<file path="src/rtl/issue_unit.sv">
`default_nettype none
// ============================================================================
//  Module   : issue_unit
//  Purpose  : Single-issue scheduler between the ALU, LS/AGU, MUL and DIV
//             issue queues and the shared common data bus (CDB). It grants at
//             most one ready queue per cycle. A CDB slot-reservation shift
//             register makes sure no two units write back in the same cycle.
//             The module also tracks the busy time of the non-pipelined
//             divider.
//  Ports    : clk, rst (asynchronous, active-low)
//             alu/ls/mul/div_ready  - queue holds a ready instruction
//             alu/ls/mul/div_issue  - same-cycle grant (combinational)
//             div_busy              - divider occupied, div_ready ignored
//             cdb_valid, cdb_owner  - CDB mux select (0 ALU,1 LS,2 MUL,3 DIV)
//  Option   : `define ISSUE_PERF_CNT_EN adds the perf_*_cnt grant/stall
//             counter outputs.
//  Revision : 1.0 - initial release
// ============================================================================
module issue_unit #(
    parameter int ALU_LAT = 1,
    parameter int LS_LAT  = 1,
    parameter int MUL_LAT = 4,
    parameter int DIV_LAT = 7
) (
    input  logic        clk,
    input  logic        rst,
    input  logic        alu_ready,
    input  logic        ls_ready,
    input  logic        mul_ready,
    input  logic        div_ready,
    output logic        alu_issue,
    output logic        ls_issue,
    output logic        mul_issue,
    output logic        div_issue,
    output logic        div_busy,
    output logic        cdb_valid,
    output logic [1:0]  cdb_owner
`ifdef ISSUE_PERF_CNT_EN
    ,
    output logic [31:0] perf_alu_cnt,
    output logic [31:0] perf_ls_cnt,
    output logic [31:0] perf_mul_cnt,
    output logic [31:0] perf_div_cnt,
    output logic [31:0] perf_stall_cnt
`endif
);

    localparam int CW = ($clog2(DIV_LAT + 1) < 3) ? 3 : $clog2(DIV_LAT + 1);

    localparam logic [1:0] OWN_ALU = 2'd0;
    localparam logic [1:0] OWN_LS  = 2'd1;
    localparam logic [1:0] OWN_MUL = 2'd2;
    localparam logic [1:0] OWN_DIV = 2'd3;

    if (ALU_LAT < 1 || LS_LAT < 1 || MUL_LAT < 1 ||
        DIV_LAT < ALU_LAT || DIV_LAT < LS_LAT || DIV_LAT < MUL_LAT) begin : g_lat_check
        $error("issue_unit: latencies must be >= 1 and DIV_LAT must be the largest");
    end

    // res[k]/own[k]: a result owned by own[k] lands on the CDB k cycles from now.
    logic [DIV_LAT:0]       res;
    logic [DIV_LAT:0][1:0]  own;
    logic [CW-1:0]          div_cnt;
    logic                   last_alu;   // 1: ALU won the ALU/LS pair last time

    logic alu_ok;
    logic ls_ok;
    logic mul_ok;
    logic div_ok;

    assign div_busy  = (div_cnt != '0);
    assign cdb_valid = res[0];
    assign cdb_owner = own[0];

    // Eligibility checks the slot the result would occupy (t + latency).
    assign alu_ok = alu_ready & ~res[ALU_LAT];
    assign ls_ok  = ls_ready  & ~res[LS_LAT];
    assign mul_ok = mul_ready & ~res[MUL_LAT];
    assign div_ok = div_ready & ~res[DIV_LAT] & ~div_busy;

    // Fixed priority DIV > MUL > {ALU,LS}. ALU and LS share a round robin.
    // Grants are gated by rst so they drop at once while reset is asserted.
    always_comb begin
        alu_issue = 1'b0;
        ls_issue  = 1'b0;
        mul_issue = 1'b0;
        div_issue = 1'b0;
        if (rst) begin
            if (div_ok) begin
                div_issue = 1'b1;
            end else if (mul_ok) begin
                mul_issue = 1'b1;
            end else if (alu_ok && ls_ok) begin
                if (last_alu) begin
                    ls_issue = 1'b1;
                end else begin
                    alu_issue = 1'b1;
                end
            end else if (alu_ok) begin
                alu_issue = 1'b1;
            end else if (ls_ok) begin
                ls_issue = 1'b1;
            end
        end
    end

    // Shift the reservation window. A grant then writes slot L-1 on top of
    // the shifted value, because that slot becomes slot 0 L-1 cycles later.
    always_ff @(posedge clk or negedge rst) begin
        if (!rst) begin
            res      <= '0;
            own      <= '0;
            div_cnt  <= '0;
            last_alu <= 1'b0;
        end else begin
            res <= {1'b0, res[DIV_LAT:1]};
            own <= {2'b00, own[DIV_LAT:1]};
            if (div_issue) begin
                res[DIV_LAT-1] <= 1'b1;
                own[DIV_LAT-1] <= OWN_DIV;
            end
            if (mul_issue) begin
                res[MUL_LAT-1] <= 1'b1;
                own[MUL_LAT-1] <= OWN_MUL;
            end
            if (alu_issue) begin
                res[ALU_LAT-1] <= 1'b1;
                own[ALU_LAT-1] <= OWN_ALU;
                last_alu       <= 1'b1;
            end
            if (ls_issue) begin
                res[LS_LAT-1] <= 1'b1;
                own[LS_LAT-1] <= OWN_LS;
                last_alu      <= 1'b0;
            end
            if (div_issue) begin
                div_cnt <= CW'(DIV_LAT - 1);
            end else if (div_busy) begin
                div_cnt <= div_cnt - 1'b1;
            end
        end
    end

`ifdef ISSUE_PERF_CNT_EN
    logic any_ready;
    logic any_issue;
    assign any_ready = alu_ready | ls_ready | mul_ready | div_ready;
    assign any_issue = alu_issue | ls_issue | mul_issue | div_issue;

    always_ff @(posedge clk or negedge rst) begin
        if (!rst) begin
            perf_alu_cnt   <= '0;
            perf_ls_cnt    <= '0;
            perf_mul_cnt   <= '0;
            perf_div_cnt   <= '0;
            perf_stall_cnt <= '0;
        end else begin
            if (alu_issue) perf_alu_cnt <= perf_alu_cnt + 32'd1;
            if (ls_issue)  perf_ls_cnt  <= perf_ls_cnt  + 32'd1;
            if (mul_issue) perf_mul_cnt <= perf_mul_cnt + 32'd1;
            if (div_issue) perf_div_cnt <= perf_div_cnt + 32'd1;
            if (any_ready && !any_issue) perf_stall_cnt <= perf_stall_cnt + 32'd1;
        end
    end
`endif

endmodule
`default_nettype wire
</file>
<file path="config.mk">
export PLATFORM = sky130hd
export DESIGN_NAME = issue_unit
export DESIGN_NICKNAME = d
export VERILOG_FILES = /design/src/rtl/issue_unit.sv
export SDC_FILE = /design/constraint.sdc
export NUM_CORES = 1
export LEC_CHECK = 0
export BUFFER_PORTS_ARGS = -buffer_cell sky130_fd_sc_hd__buf_4
export CAP_MARGIN = 20
export CORE_AREA = 2 2 39 41
export CTS_BUF_LIST = sky130_fd_sc_hd__clkbuf_16
export CTS_CLUSTER_DIAMETER = 100
export CTS_CLUSTER_SIZE = 8
export DETAILED_ROUTE_END_ITERATION = 7
export DIE_AREA = 0 0 41 43
export GPL_TIMING_DRIVEN = 1
export PLACE_DENSITY = 0.75
export SKIP_LAST_GASP = 1
export SYNTH_ARGS = -nofsm -noshare
export SYNTH_HDL_FRONTEND = slang
export SYNTH_SLANG_ARGS = --single-unit
</file>
<file path="constraint.sdc">
create_clock -name clk -period 1.9 [get_ports clk]
set_input_delay 0.285 -clock clk [delete_from_list [all_inputs] [get_ports clk]]
set_output_delay 0.285 -clock clk [all_outputs]
set_load 0.01 [all_outputs]
</file>
# After elaboration in Yosys (flattened, before gate mapping)

Cells that the tools add are included.
Widths: inputs -> output; s select.

Register bits: 25
Input port bits: 6
Output and inout bits: 8
Logic and storage cells: 52

Add/sub/neg operators: 1
Mux-type cells: 30
Bitwise gates (word level): 7
Reduce and logical (&&, ||, !) cells: 4

Operators with widths:

| operator            | count |
|---|---|
| $mux 1              | 24 |
| $mux 2              | 4 |
| $mux 3              | 2 |
| $and 1x1->1         | 4 |
| $reduce_bool 2->1   | 2 |
| $not 1->1           | 3 |
| $reduce_bool 3->1   | 1 |
| $sub 3x1->3 const B | 1 |
| $logic_and 1x1->1   | 1 |

# Depth between registers and ports, before layout

Depth after elaboration: 9
Mapped depth: 5

# Least setup slack after synthesis

No wires, ideal clock.

Path kind: reg2out
From: reg div_cnt[0]
To: out alu_issue
Arrival time: 1.080 ns
Setup slack: 0.535 ns
Stages on the path, launching flop included: 6
Path buffers: 0
Cell sequence: dfrtp_1 > inv_1 > ha_1 > nand3b_2 > nand3_2 > nor2_1

Cells in the longest elaborated chain, start to end: 5

RTL lines:

| item                     | line | RTL |
|---|---|---|
| start: declaration       | 63   | `logic [CW-1:0] div_cnt;` |
| start signal: assignment | 137  | `div_cnt <= CW'(DIV_LAT - 1);` |
| start signal: assignment | 139  | `div_cnt <= div_cnt - 1'b1;` |
| $reduce_bool 3->1        | 71   | `assign div_busy = (div_cnt != '0);` |
| $not 1->1                | 79   | `assign div_ok = div_ready & ~res[DIV_LAT] & ~div_busy;` |
| $and 1x1->1              | 79   |  |
| $mux 1                   | 89   | `if (div_ok) begin` |
| $mux 1                   | 88   | `if (rst) begin` |
| end: declaration         | 31   | `output logic alu_issue,` |

No other way between the ends.

# Worst setup path after layout

From: reg div_cnt[0]
To: out ls_issue

Cells in the longest elaborated chain, start to end: 5

RTL lines:

| item              | line | RTL |
|---|---|---|
| $reduce_bool 3->1 | 71   |  |
| $not 1->1         | 79   |  |
| $and 1x1->1       | 79   |  |
| $mux 1            | 89   |  |
| $mux 1            | 88   |  |
| end: declaration  | 32   | `output logic ls_issue,` |

No other way between the ends.

==> metrics <==
post-route design area=832 um^2; die area=1760 um^2; shortest period the worst path allows=1730 ps; power share of the clock group=33.9%; status=finished, final reports clean; slew margin rel.=55.6%; CTS resizes=0; R2R cell count=4; row count=14; number of remaining DRC errors=0; DRT met1 WL=395 um; FF-to-FF Start=div_cnt[0]$_DFFE_PN0P_; Layout Utilization=60.1%; Mapped Area=652 um^2; Die X-Extent=41 um; WP data arrival=1440 ps; CTS Sinks=16; Synth Instances=53; R2R setup slack=650 ps; Max Cap Viol=0; clk_skew=1.61 ps; number of buffers created by CTS=3; Core Area=1380 um^2; area delta synth->final=27.6%; 1st-iter DRT viols=9; first-pass GRT wire length=1620 um; hold_ws=297 ps; net switching power=0.292 mW; library cells used by synthesis=22; placed cell count=78; H-tree lvl count=1; Comb pwr share=25.8%; WL met2=419 um; post-cts hold buffer count=1; top layer in use=met4; maximum root-to-sink buffer count=2; largest cells by area after synthesis=dfrtp_1 61%, nand2b_4 4.2%, ha_1 3.8%; Worst-Skew Late Latency=240 ps; final hold violation count=0; # diodes=0; RR Endpoint=own[7]$_DFF_PN0_; vias=411; Die Ht=43 um; drt wl/cell=11.4 um; CTS tree=built; Worst setup startpoint=div_cnt[0]$_DFFE_PN0P_; RSZ-0062 raised after global routing=no; Initial Util=47.1%; global-route usage over all layers=14.2%; nets=76; Mean Syn Cell Area=12.3 um^2; IO buf count=13; hpwl dp=674 um; initial antenna violation count=0; Pre-Repair DR Iteration Count=4; share of cells above drive strength 1=33.3%; Final Setup Violations=0; Worst-path clk slew=40 ps; FF+latch count, synth=16; Max rail drop VDD=0.000670 V; CTS root buffer=clkbuf_16; Yosys top cell by area=dfrtp_1; worst min path class=in -> reg; Worst Path Max Fanout=4; CP Class=reg -> out; syn nets=61; Critical Path End=ls_issue; Non-Filler Instances=82; aggregate negative setup slack=0 ps; largest net degree at the start of global routing=17; Switching Share=25.6%; max-slew violation count=0; GR Overflow Total=0; Tcrit/Tclk final=91.0%; share of power burned in registers=40.3%; YS warnings=0; Setup Buffers After CTS=0; cell-internal power=0.847 mW; vias in the first global route=390; Worst Max-Slew Pin Slew=664 ps; P_leak=0.438 nW; Yosys top cell area share=61.4%; register area share after synthesis=61.4%; Final ANT Viol Nets=0; vias per cell=5.01; placed inst area=747 um^2; crit path launch type=flip-flop; CP endpoint kind=output pin; met3 WL=112 um; Power Dens Cells=1370 nW/um^2; GP Congestion=0.645; Total Wirelength=931 um; Top Ports=14; Worst EP required=1620 ps; Max Fclk=0.579 GHz
## cell families (layout without fill, tap and decap cells)
logic type               count (synthesis)  after routing  synth area share, %
multiplexers                             1              1                 1.54
adder cells (fa/ha/maj)                  2              2                 3.84
AO/OA/AOI/OAI                            9              9                 10.6
AND/OR/NAND/NOR                         17             17                 16.9
flip-flops                              16             16                 61.4
buffers and inverters                    8             21                 5.76
## metrics by stage
step	setup WS (ps)	total power, mW
final	172	1.14
after global placement	456	0.747
after floorplan	535	0.678
after global routing	72.4	1.22
after CTS	159	1.15
after detailed placement	412	0.759
## Yosys cell counts
cell type,n
o2bb2ai_1,1
a2bb2oi_2,1
o21ai_0,2
or2b_1,1
a31o_2,1
nand3b_2,1
nand4_1,1
nand2_1,4
nand2b_4,2
ha_1,2
mux2i_1,1
clkbuf_1,2
nor2b_1,1
a311oi_1,1
nand3_2,1
inv_1,4
and2b_1,1
nor2_1,5
o21bai_1,1
a21oi_1,2
buf_4,2
dfrtp_1,16
## cell usage in the layout, fill, tap and decap left out, drive strengths merged
| master | instances |
|---|---|
| nor2b | 1 |
| nand2b | 2 |
| nand4 | 1 |
| inv | 4 |
| a31o | 1 |
| mux2i | 1 |
| and2b | 1 |
| ha | 2 |
| nand3b | 1 |
| dfrtp | 16 |
| nor2 | 5 |
| o2bb2ai | 1 |
| buf | 13 |
| a21oi | 2 |
| o21bai | 1 |
| o21ai | 2 |
| a2bb2oi | 1 |
| a311oi | 1 |
| dlygate4sd3 | 1 |
| nand3 | 1 |
| clkbuf | 3 |
| nand2 | 4 |
| or2b | 1 |
## critical path, cell delays in order, from the launching register on
cell and delay (ps):
dfrtp_1 380, inv_1 80, ha_1 270, nand3b_2 140, nand3_2 130, nor2_1 60
buf_4 140
## flip-flops by register name (all words and copies together) (netlist names)
name and count:
cdb_owner 2, div_cnt 3, last_alu 1, own 9, res 1
## worst min-delay path by stage
stage                    from                      to  slack, ps  cells past startpoint
finish              mul_ready        own[7]$_DFF_PN0_        300                      2
global route        mul_ready        own[7]$_DFF_PN0_        310                      2
CTS                 mul_ready        own[7]$_DFF_PN0_        300                      2
detailed placement        rst        res[0]$_DFF_PN0_        170                      1
global placement          rst        res[0]$_DFF_PN0_        170                      1
floorplan                 rst  cdb_owner[0]$_DFF_PN0_        -10                      0
## cell type report
class | instances | area [um^2]
inverter | 4 | 15.0
tap | 16 | 20.0
clock buffer | 3 | 75.1
timing repair buffer | 14 | 108
multi-input combinational | 29 | 214
sequential | 16 | 400
fill | 113 | 552
## power groups by stage
stage	Clock (mW)	Combinational [mW]	Sequential (mW)
after global placement	0	0.288	0.459
final	0.386	0.294	0.458
after detailed placement	0	0.297	0.462
after floorplan	0	0.222	0.456
after CTS	0.394	0.300	0.459
after global routing	0.408	0.341	0.468
## metal layers
layer,vias up,GRT usage (%)
met2,21,19.4
met4,0,8.00
met3,2,5.24
li1,200,-
met5,-,0
met1,188,18.9
Power figures use the tool's default switching activity.
